[src/rtl/traffic_controller_nway.sv]
// N-way round-robin traffic controller with emergency pre-emption.
// Moore lamps decode from the registered phase/way; a down-counter times each phase.
module traffic_controller_nway #(
    parameter int N_WAYS     = 4,
    parameter int GREEN_CYC  = 8,
    parameter int YELLOW_CYC = 2,
    parameter int ALLRED_CYC = 2,
    parameter int CNT_W      = 8,
    parameter int WAY_W      = $clog2(N_WAYS)
) (
    input  logic              clk,
    input  logic              res_n,
    input  logic              en,
    input  logic [N_WAYS-1:0] req,
    input  logic              emg,
    input  logic [WAY_W-1:0]  emg_way,
    output logic [N_WAYS-1:0] green,
    output logic [N_WAYS-1:0] yellow,
    output logic [N_WAYS-1:0] red,
    output logic [WAY_W-1:0]  active_way,
    output logic [1:0]        phase
);

    typedef enum logic [1:0] {
        ALL_RED   = 2'd0,
        GREEN     = 2'd1,
        YELLOW    = 2'd2,
        EMG_GREEN = 2'd3
    } state_t;

    localparam logic [CNT_W-1:0] L_GREEN  = CNT_W'(GREEN_CYC - 1);
    localparam logic [CNT_W-1:0] L_YELLOW = CNT_W'(YELLOW_CYC - 1);
    localparam logic [CNT_W-1:0] L_ALLRED = CNT_W'(ALLRED_CYC - 1);

    state_t             r_state, w_state_nxt;
    logic [CNT_W-1:0]   r_timer, w_timer_nxt;
    logic [WAY_W-1:0]   r_way, w_way_nxt;

    logic [N_WAYS-1:0]  w_sel;
    logic               w_expire;
    logic               w_other_req;
    logic               w_found;
    logic [WAY_W-1:0]   w_winner;
    logic [WAY_W-1:0]   w_idx;

    assign w_sel       = N_WAYS'(1) << r_way;
    assign w_expire    = (r_timer == '0);
    assign w_other_req = |(req & ~w_sel);

    // Round-robin scan starts just after the last served way; that way is checked last.
    always_comb begin
        w_found  = 1'b0;
        w_winner = r_way;
        w_idx    = '0;
        for (int k = 1; k <= N_WAYS; k++) begin
            w_idx = WAY_W'((int'(r_way) + k) % N_WAYS);
            if (!w_found && req[w_idx]) begin
                w_found  = 1'b1;
                w_winner = w_idx;
            end
        end
    end

    always_comb begin
        w_state_nxt = r_state;
        w_timer_nxt = r_timer - CNT_W'(1);
        w_way_nxt   = r_way;
        case (r_state)
            ALL_RED: begin
                if (w_expire) begin
                    if (emg) begin
                        w_state_nxt = EMG_GREEN;
                        w_way_nxt   = emg_way;
                        w_timer_nxt = L_GREEN;
                    end else if (w_found) begin
                        w_state_nxt = GREEN;
                        w_way_nxt   = w_winner;
                        w_timer_nxt = L_GREEN;
                    end else begin
                        w_timer_nxt = L_ALLRED;
                    end
                end
            end
            GREEN: begin
                if (emg && (emg_way != r_way)) begin
                    w_state_nxt = YELLOW;
                    w_timer_nxt = L_YELLOW;
                end else if (emg) begin
                    w_state_nxt = EMG_GREEN;
                    w_timer_nxt = L_GREEN;
                end else if (w_expire) begin
                    if (w_other_req) begin
                        w_state_nxt = YELLOW;
                        w_timer_nxt = L_YELLOW;
                    end else begin
                        w_timer_nxt = L_GREEN;
                    end
                end
            end
            YELLOW: begin
                if (w_expire) begin
                    w_state_nxt = ALL_RED;
                    w_timer_nxt = L_ALLRED;
                end
            end
            EMG_GREEN: begin
                // Timer is parked while pre-empted; emg_way changes are ignored here.
                w_timer_nxt = r_timer;
                if (!emg) begin
                    w_state_nxt = YELLOW;
                    w_timer_nxt = L_YELLOW;
                end
            end
            default: begin
                w_state_nxt = ALL_RED;
                w_timer_nxt = L_ALLRED;
            end
        endcase
    end

    always_ff @(posedge clk or negedge res_n) begin
        if (!res_n) begin
            r_state <= ALL_RED;
            r_timer <= L_ALLRED;
            r_way   <= WAY_W'(N_WAYS - 1);
        end else if (en) begin
            r_state <= w_state_nxt;
            r_timer <= w_timer_nxt;
            r_way   <= w_way_nxt;
        end
    end

    assign green      = ((r_state == GREEN) || (r_state == EMG_GREEN)) ? w_sel : '0;
    assign yellow     = (r_state == YELLOW) ? w_sel : '0;
    assign red        = ~(green | yellow);
    assign active_way = r_way;
    assign phase      = r_state;

endmodule

[config.mk]
export PLATFORM = sky130hd
export DESIGN_NAME = traffic_controller_nway
export DESIGN_NICKNAME = d
export VERILOG_FILES = /design/src/rtl/traffic_controller_nway.sv
export SDC_FILE = /design/constraint.sdc
export NUM_CORES = 1
export LEC_CHECK = 0
export ABC_AREA = 1
export BUFFER_PORTS_ARGS = -buffer_cell sky130_fd_sc_hd__buf_4
export CORE_MARGIN = 10
export CORE_UTILIZATION = 50
export CTS_BUF_LIST = sky130_fd_sc_hd__clkbuf_4
export DETAILED_ROUTE_END_ITERATION = 16
export GPL_TIMING_DRIVEN = 0
export PLACE_DENSITY_LB_ADDON = 0.3
export SKIP_CTS_REPAIR_TIMING = 1
export SKIP_LAST_GASP = 1
export SLEW_MARGIN = 20
export SYNTH_ARGS = -nofsm -noshare
export SYNTH_HDL_FRONTEND = slang
export SYNTH_SLANG_ARGS = --single-unit
[constraint.sdc]
create_clock -name clk -period 1.9 [get_ports clk]
set_input_delay 0.095 -clock clk [delete_from_list [all_inputs] [get_ports clk]]
set_output_delay 0.095 -clock clk [all_outputs]
set_load 0.01 [all_outputs]
# After elaboration in Yosys (flattened, before gate mapping)
# Index checks and enable logic that the tools add are counted.
[word_totals]
regBits = 12
latchBits = 0
ram_bits = 0
romBits = 0
elab_cells = 83
n_memories = 0
[op_classes]
addsub = 5
multipliers = 0
n_div = 0
order_cmp = 4
eq_ne = 10
shifts = 1
muxes = 40
n_bitwise = 4
n_reduce_logical = 16
[ops]
columns = ["operator", "count"]
rows = [
  ["8-bit two-way mux", 6],
  ["8-bit case mux with 4 select lines", 1],
  ["2-bit two-way mux", 15],
  ["2-bit by 3-bit less-than comparator with 1-bit output, second input constant", 4],
  ["3-bit two-way mux", 3],
  ["1-bit binary-select mux with 2-bit select", 4],
  ["8-bit zero test", 1],
  ["1-bit two-way mux", 8],
  ["4-bit two-way mux", 2],
  ["4-bit != test, second input constant", 2],
  ["4-bit NOT", 2],
  ["2-bit case mux with 4 select lines", 1],
  ["8-bit by 1-bit subtractor with 8-bit output, second input constant", 1],
  ["7-bit AND reduction", 1],
  ["2-bit != test, second input constant", 3],
  ["5-bit AND reduction", 1],
  ["5-bit nonzero test", 1],
  ["2-bit by 1-bit adder with 2-bit output, second input constant", 2],
  ["2-bit adder, second input constant", 2],
  ["4-bit bitwise AND", 1],
  ["2-bit equality test, second input constant", 2],
  ["1-bit logical AND", 4],
  ["4-bit bitwise OR", 1],
  ["4-bit OR reduction", 1],
  ["other kinds (9)", 11],
]

# Depth between registers and ports, before layout
[depth]
word_depth = 17
mapped_depth = 14

# Worst setup path before layout
# Ideal clock, no wire load.
[synth_timing]
kind = "register to register"
start = "register r_way[0] (netlist: active_way[0])"
end = "register r_timer[1]"
setup_time_ps = 117
t_arrival_ps = 1680
required_time_ps = 1783
path_slack_ps = 103
stages_incl_launch_ff = 14
n_path_buf = 1
synth_period_minus_slack_ps = 1797
cell_sequence = "dfstp_2 buf_6 inv_4 ha_1 inv_1 nand3_1 nand2_1 nand2_1 inv_2 nand3_1 nand2_1 nand2_1 nand3_1 nand2_1"
[synth_via]
elab_chain_len = 17
word_cells_on_any_way = 36
[synth_lines]
columns = ["item", "line", "text"]
rows = [
  ["from (decl)", "37", "logic [WAY_W-1:0] r_way, w_way_nxt;"],
  ["from (signal assigned)", "125", "r_way <= WAY_W'(N_WAYS - 1);"],
  ["from (signal assigned)", "129", "r_way <= w_way_nxt;"],
  ["2-bit by 1-bit adder with 2-bit output", "56", "w_idx = WAY_W'((int'(r_way) + k) % N_WAYS);"],
  ["1-bit binary-select mux with 2-bit select", "57", "if (!w_found && req[w_idx]) begin"],
  ["1-bit two-way mux (not written as such)", "57", ""],
  ["1-bit two-way mux", "57", ""],
  ["1-bit zero test", "57", ""],
  ["1-bit logical AND", "57", ""],
  ["1-bit two-way mux", "57", ""],
  ["1-bit zero test", "57", ""],
  ["1-bit logical AND", "57", ""],
  ["1-bit two-way mux", "57", ""],
  ["1-bit zero test", "57", ""],
  ["1-bit logical AND", "57", ""],
  ["1-bit two-way mux", "57", ""],
  ["3-bit two-way mux", "75", "end else if (w_found) begin"],
  ["3-bit two-way mux", "71", "if (emg) begin"],
  ["8-bit two-way mux", "70", "if (w_expire) begin"],
  ["8-bit case mux with 4 select lines (*)", "68", "case (r_state)"],
  ["to (signal assigned)", "128", "r_timer <= w_timer_nxt;"],
  ["to (decl)", "36", "logic [CNT_W-1:0] r_timer, w_timer_nxt;"],
]
# Mark *: on every way between the ends. The rest lies on a longest branch, timed or not. The select of a mux whose other input is x is not followed.
# A chain may end at the register's enable or synchronous reset.

# Worst setup path in the final report
[layout_timing]
start = "register r_way[0] (netlist: active_way[0])"
end = "register r_state[1] (netlist: phase[1])"
[layout_via]
elab_chain_len = 15
word_cells_on_any_way = 34
[layout_lines]
columns = ["item", "line", "text"]
rows = [
  ["2-bit by 1-bit adder with 2-bit output", "56", ""],
  ["1-bit binary-select mux with 2-bit select", "57", ""],
  ["1-bit two-way mux (not written as such)", "57", ""],
  ["1-bit two-way mux", "57", ""],
  ["1-bit zero test", "57", ""],
  ["1-bit logical AND", "57", ""],
  ["1-bit two-way mux", "57", ""],
  ["1-bit zero test", "57", ""],
  ["1-bit logical AND", "57", ""],
  ["1-bit two-way mux", "57", ""],
  ["1-bit zero test", "57", ""],
  ["1-bit logical AND", "57", ""],
  ["1-bit two-way mux", "57", ""],
  ["3-bit != test (no source line)", "n/a", ""],
  ["7-bit AND reduction (no source line)", "n/a", ""],
  ["to (signal assigned)", "127", "r_state <= w_state_nxt;"],
  ["to (decl)", "35", "state_t r_state, w_state_nxt;"],
]
# Parallel ways exist; a longest one is shown, timed or not. The select of a mux whose other input is x is not followed.

==> results.toml <==
[grt]
first_global_vias = 1189
grt_antenna_before_repair = 0
grt_remaining_overflow = 0
grt.total_usage_pct = 12.7
grt_max_degree = 13
grt_pass1_wl_microns = 5400

[synth]
syn_inst = 191
synth.area.top_cells = "sky130_fd_sc_hd__dfrtp_1 18%, sky130_fd_sc_hd__nand2_1 17%, sky130_fd_sc_hd__nand3_1 8.4%"
synth.top_cell.area_share_pct = 17.9
postSynthRegisterBits = 12
post_synth_instance_area_sq_mm = 0.00125
ys_types = 33
yosysTopAreaCell = "sky130_fd_sc_hd__dfrtp_1"
synthArstFlopShare_pct = 100
synth-edff-count = 0
ys_seq_area_share_pct = 24.2
cell_with_the_most_instances_after_synthesis = "sky130_fd_sc_hd__nand2_1"
synth_top_flop_cell = "sky130_fd_sc_hd__dfrtp_1"
yosysWarningCount = 0
yosys-top-cells-count = "58 x sky130_fd_sc_hd__nand2_1, 21 x sky130_fd_sc_hd__nand3_1, 21 x sky130_fd_sc_hd__nor2_1, 19 x sky130_fd_sc_hd__inv_1, 9 x sky130_fd_sc_hd__dfrtp_1"
syn_nets = 207
postSynthAreaPerCell_sq_um = 6.57

[routing]
initialDrtViolationCount = 102
drc = 0
routedWlPerCell_microns = 12.8
antenna_violation_net_count_after_detailed_routing = 0
detail_route.vias_per_cell = 5.16
routed_wirelength_microns = 3250
detailroute.via_count = 1310
detailedRoute.firstPassIterationCount = 5

[floorplanning]
design.portCount = 26
starting_utilization_of_the_core_area_pct = 51.6
rows = 18
die_area_sq_mm = 0.00491
die_x_microns = 70.1
die_height_microns = 70.1
floorplan.core_area_sq_mm = 0.00243

[placement]
dpl_cell_area_sq_mm = 0.00147
gp_routability_congestion = 0.990
place_inst = 245
portBuffers = 24
hpwl_dp_microns = 2550
placement.setup.worst_slack_ns = -0.0642

[cells_and_area]
insertedDiodeCount = 0
fin_cells = 254
final_util_pct = 65.9
regArea_sq_um = 304
multiInputGateArea_sq_um = 853
syn2layout_area_growth_pct = 27.8
fillers = 197
final_area_sq_mm = 0.00160
nNetsFinal = 241
layout-drive-gt1-share_pct = 34.4

[setup_path]
regToRegStartpoint = "active_way[0]"
number_of_buffer_and_inverter_instances_along_the_worst_setup_path = 3
criticalPathCategory = "reg -> reg"
critical_path.max_stage_delay_ns = 0.58
required_ns = 2.12
crit_arrival_ns = 2.07
path_common_cell = "sky130_fd_sc_hd__nand2_2"
path_cells = "buf_6 -> inv_6 -> ha_4 -> inv_4 -> nand2_1 -> nand2_2 -> nor2_4 -> nand4_1 -> nand2_2 -> nand2_2 -> o21ai_2"
crit_path_start_kind = "register"
critical_path.endpoint_type = "register"
cp_slowest_cell = "sky130_fd_sc_hd__dfstp_2"
delay_heaviest_family_cp = "simple AND/OR/NAND/NOR gates"
setup.worst_path.start = "active_way[0]"
timing.critical_path.fanout_max = 8

[clock_tree]
clock-sinks = 12
cts_tree = "yes"
clock_slew_seen_by_the_registers_of_the_worst_setup_and_hold_paths_ns = 0.08
cts_htree_levels = 1
cts_buffer_count = 3
cts_root_buffer = "sky130_fd_sc_hd__clkbuf_4"
cts_buffer_depth = 2
clock_insertion_delay_worst_skew_ns = 0.28

[timing]
setup_viol = 0
hold_viol = 0
hold-worst-slack_ns = 0.131
timing_max_transition_violations_final = 0
final_min_period_over_clock_period_pct = 97.6
skew_ns = 0.00110
setup-tns-final_ns = 0
timing.fmax_mhz = 539
slew-limit-headroom_pct = 80.1
finalWorstPathRequiredPeriod_ns = 1.85
tightestPinTransition_ns = 0.297
finalWorstSetupSlack_ns = 0.0450

[power_and_ir_drop]
power.ir.vdd_worst_uv = 995
design_power_total_mw = 2.53
leakage_nw = 0.827
power-per-cell-area_mw_per_mm2 = 1570

[worst_hold_path]
hold_path_class = "in -> reg"
hold_path_startpoint = "en"

[flow_run]
drv.max_cap_violation_count = 0

[run_status]
outcome = "completed"
-- logic make-up after synthesis --
family / count (synthesis) / synth area share, %
buf+inv: 30 / 11.6
simple gates: 122 / 46.8
flops: 12 / 24.2
fa+ha+maj: 6 / 5.98
compound gates: 15 / 7.28
xor+xnor: 6 / 4.19
-- area by class of cell --
class	instances	share of cell area (%)
clock inverter	1	0.234
multi-input combinational	149	53.2
clock buffer	3	1.40
tap	30	2.34
timing repair buffer	29	14.5
sequential	12	19.0
buffer	4	2.42
inverter	26	6.94
-- final timing paths --
check	end	slack, ns	cells past startpoint
max	phase[1]	0.05	11
min	r_timer[6]	0.13	3
max reg2reg	phase[1]	0.05	11
min reg2reg	r_timer[1]	0.52	2
max in group asynchronous	active_way[0]	1.49	2
min in group asynchronous	phase[0]	0.18	2
-- power breakdown --
| group | switching, mW | internal (mW) |
|---|---|---|
| clock network | 0.0979 | 0.0763 |
| logic | 1.10 | 0.762 |
| registers | 0.112 | 0.381 |
-- flip-flops by register name, indices dropped and copies added, names as in the netlist --
name / flops
active_way: 2
phase: 2
r_timer: 8
-- tightest hold or removal path: stages --
cell	delay, ns
sky130_fd_sc_hd__buf_4	0.12
sky130_fd_sc_hd__nand2_1	0.09
sky130_fd_sc_hd__o22ai_1	0.07
-- layout by cell type (no fill, tap or decap), drive strengths merged --
cell,instances
dlygate4sd3,1
o22ai,1
nand2,64
or2,1
clkinv,2
nand4,1
o21ai,8
nand3b,1
xor2,2
and3,1
inv,25
ha,6
nand3,22
xnor2,4
nor2,28
clkbuf,3
nor3,3
nor4,1
a21oi,6
dfrtp,9
dfstp,3
buf,32
-- metal layers --
metal  wire [microns]  track usage (%)  vias to the layer above
met1             1450             15.8                      613
met4               39             3.29                        0
met2             1650             21.3                       28
met5                0                0                        -
li1                 -                -                      665
met3              110             2.82                        4
Note: power is estimated with default switching activity, not from simulation.
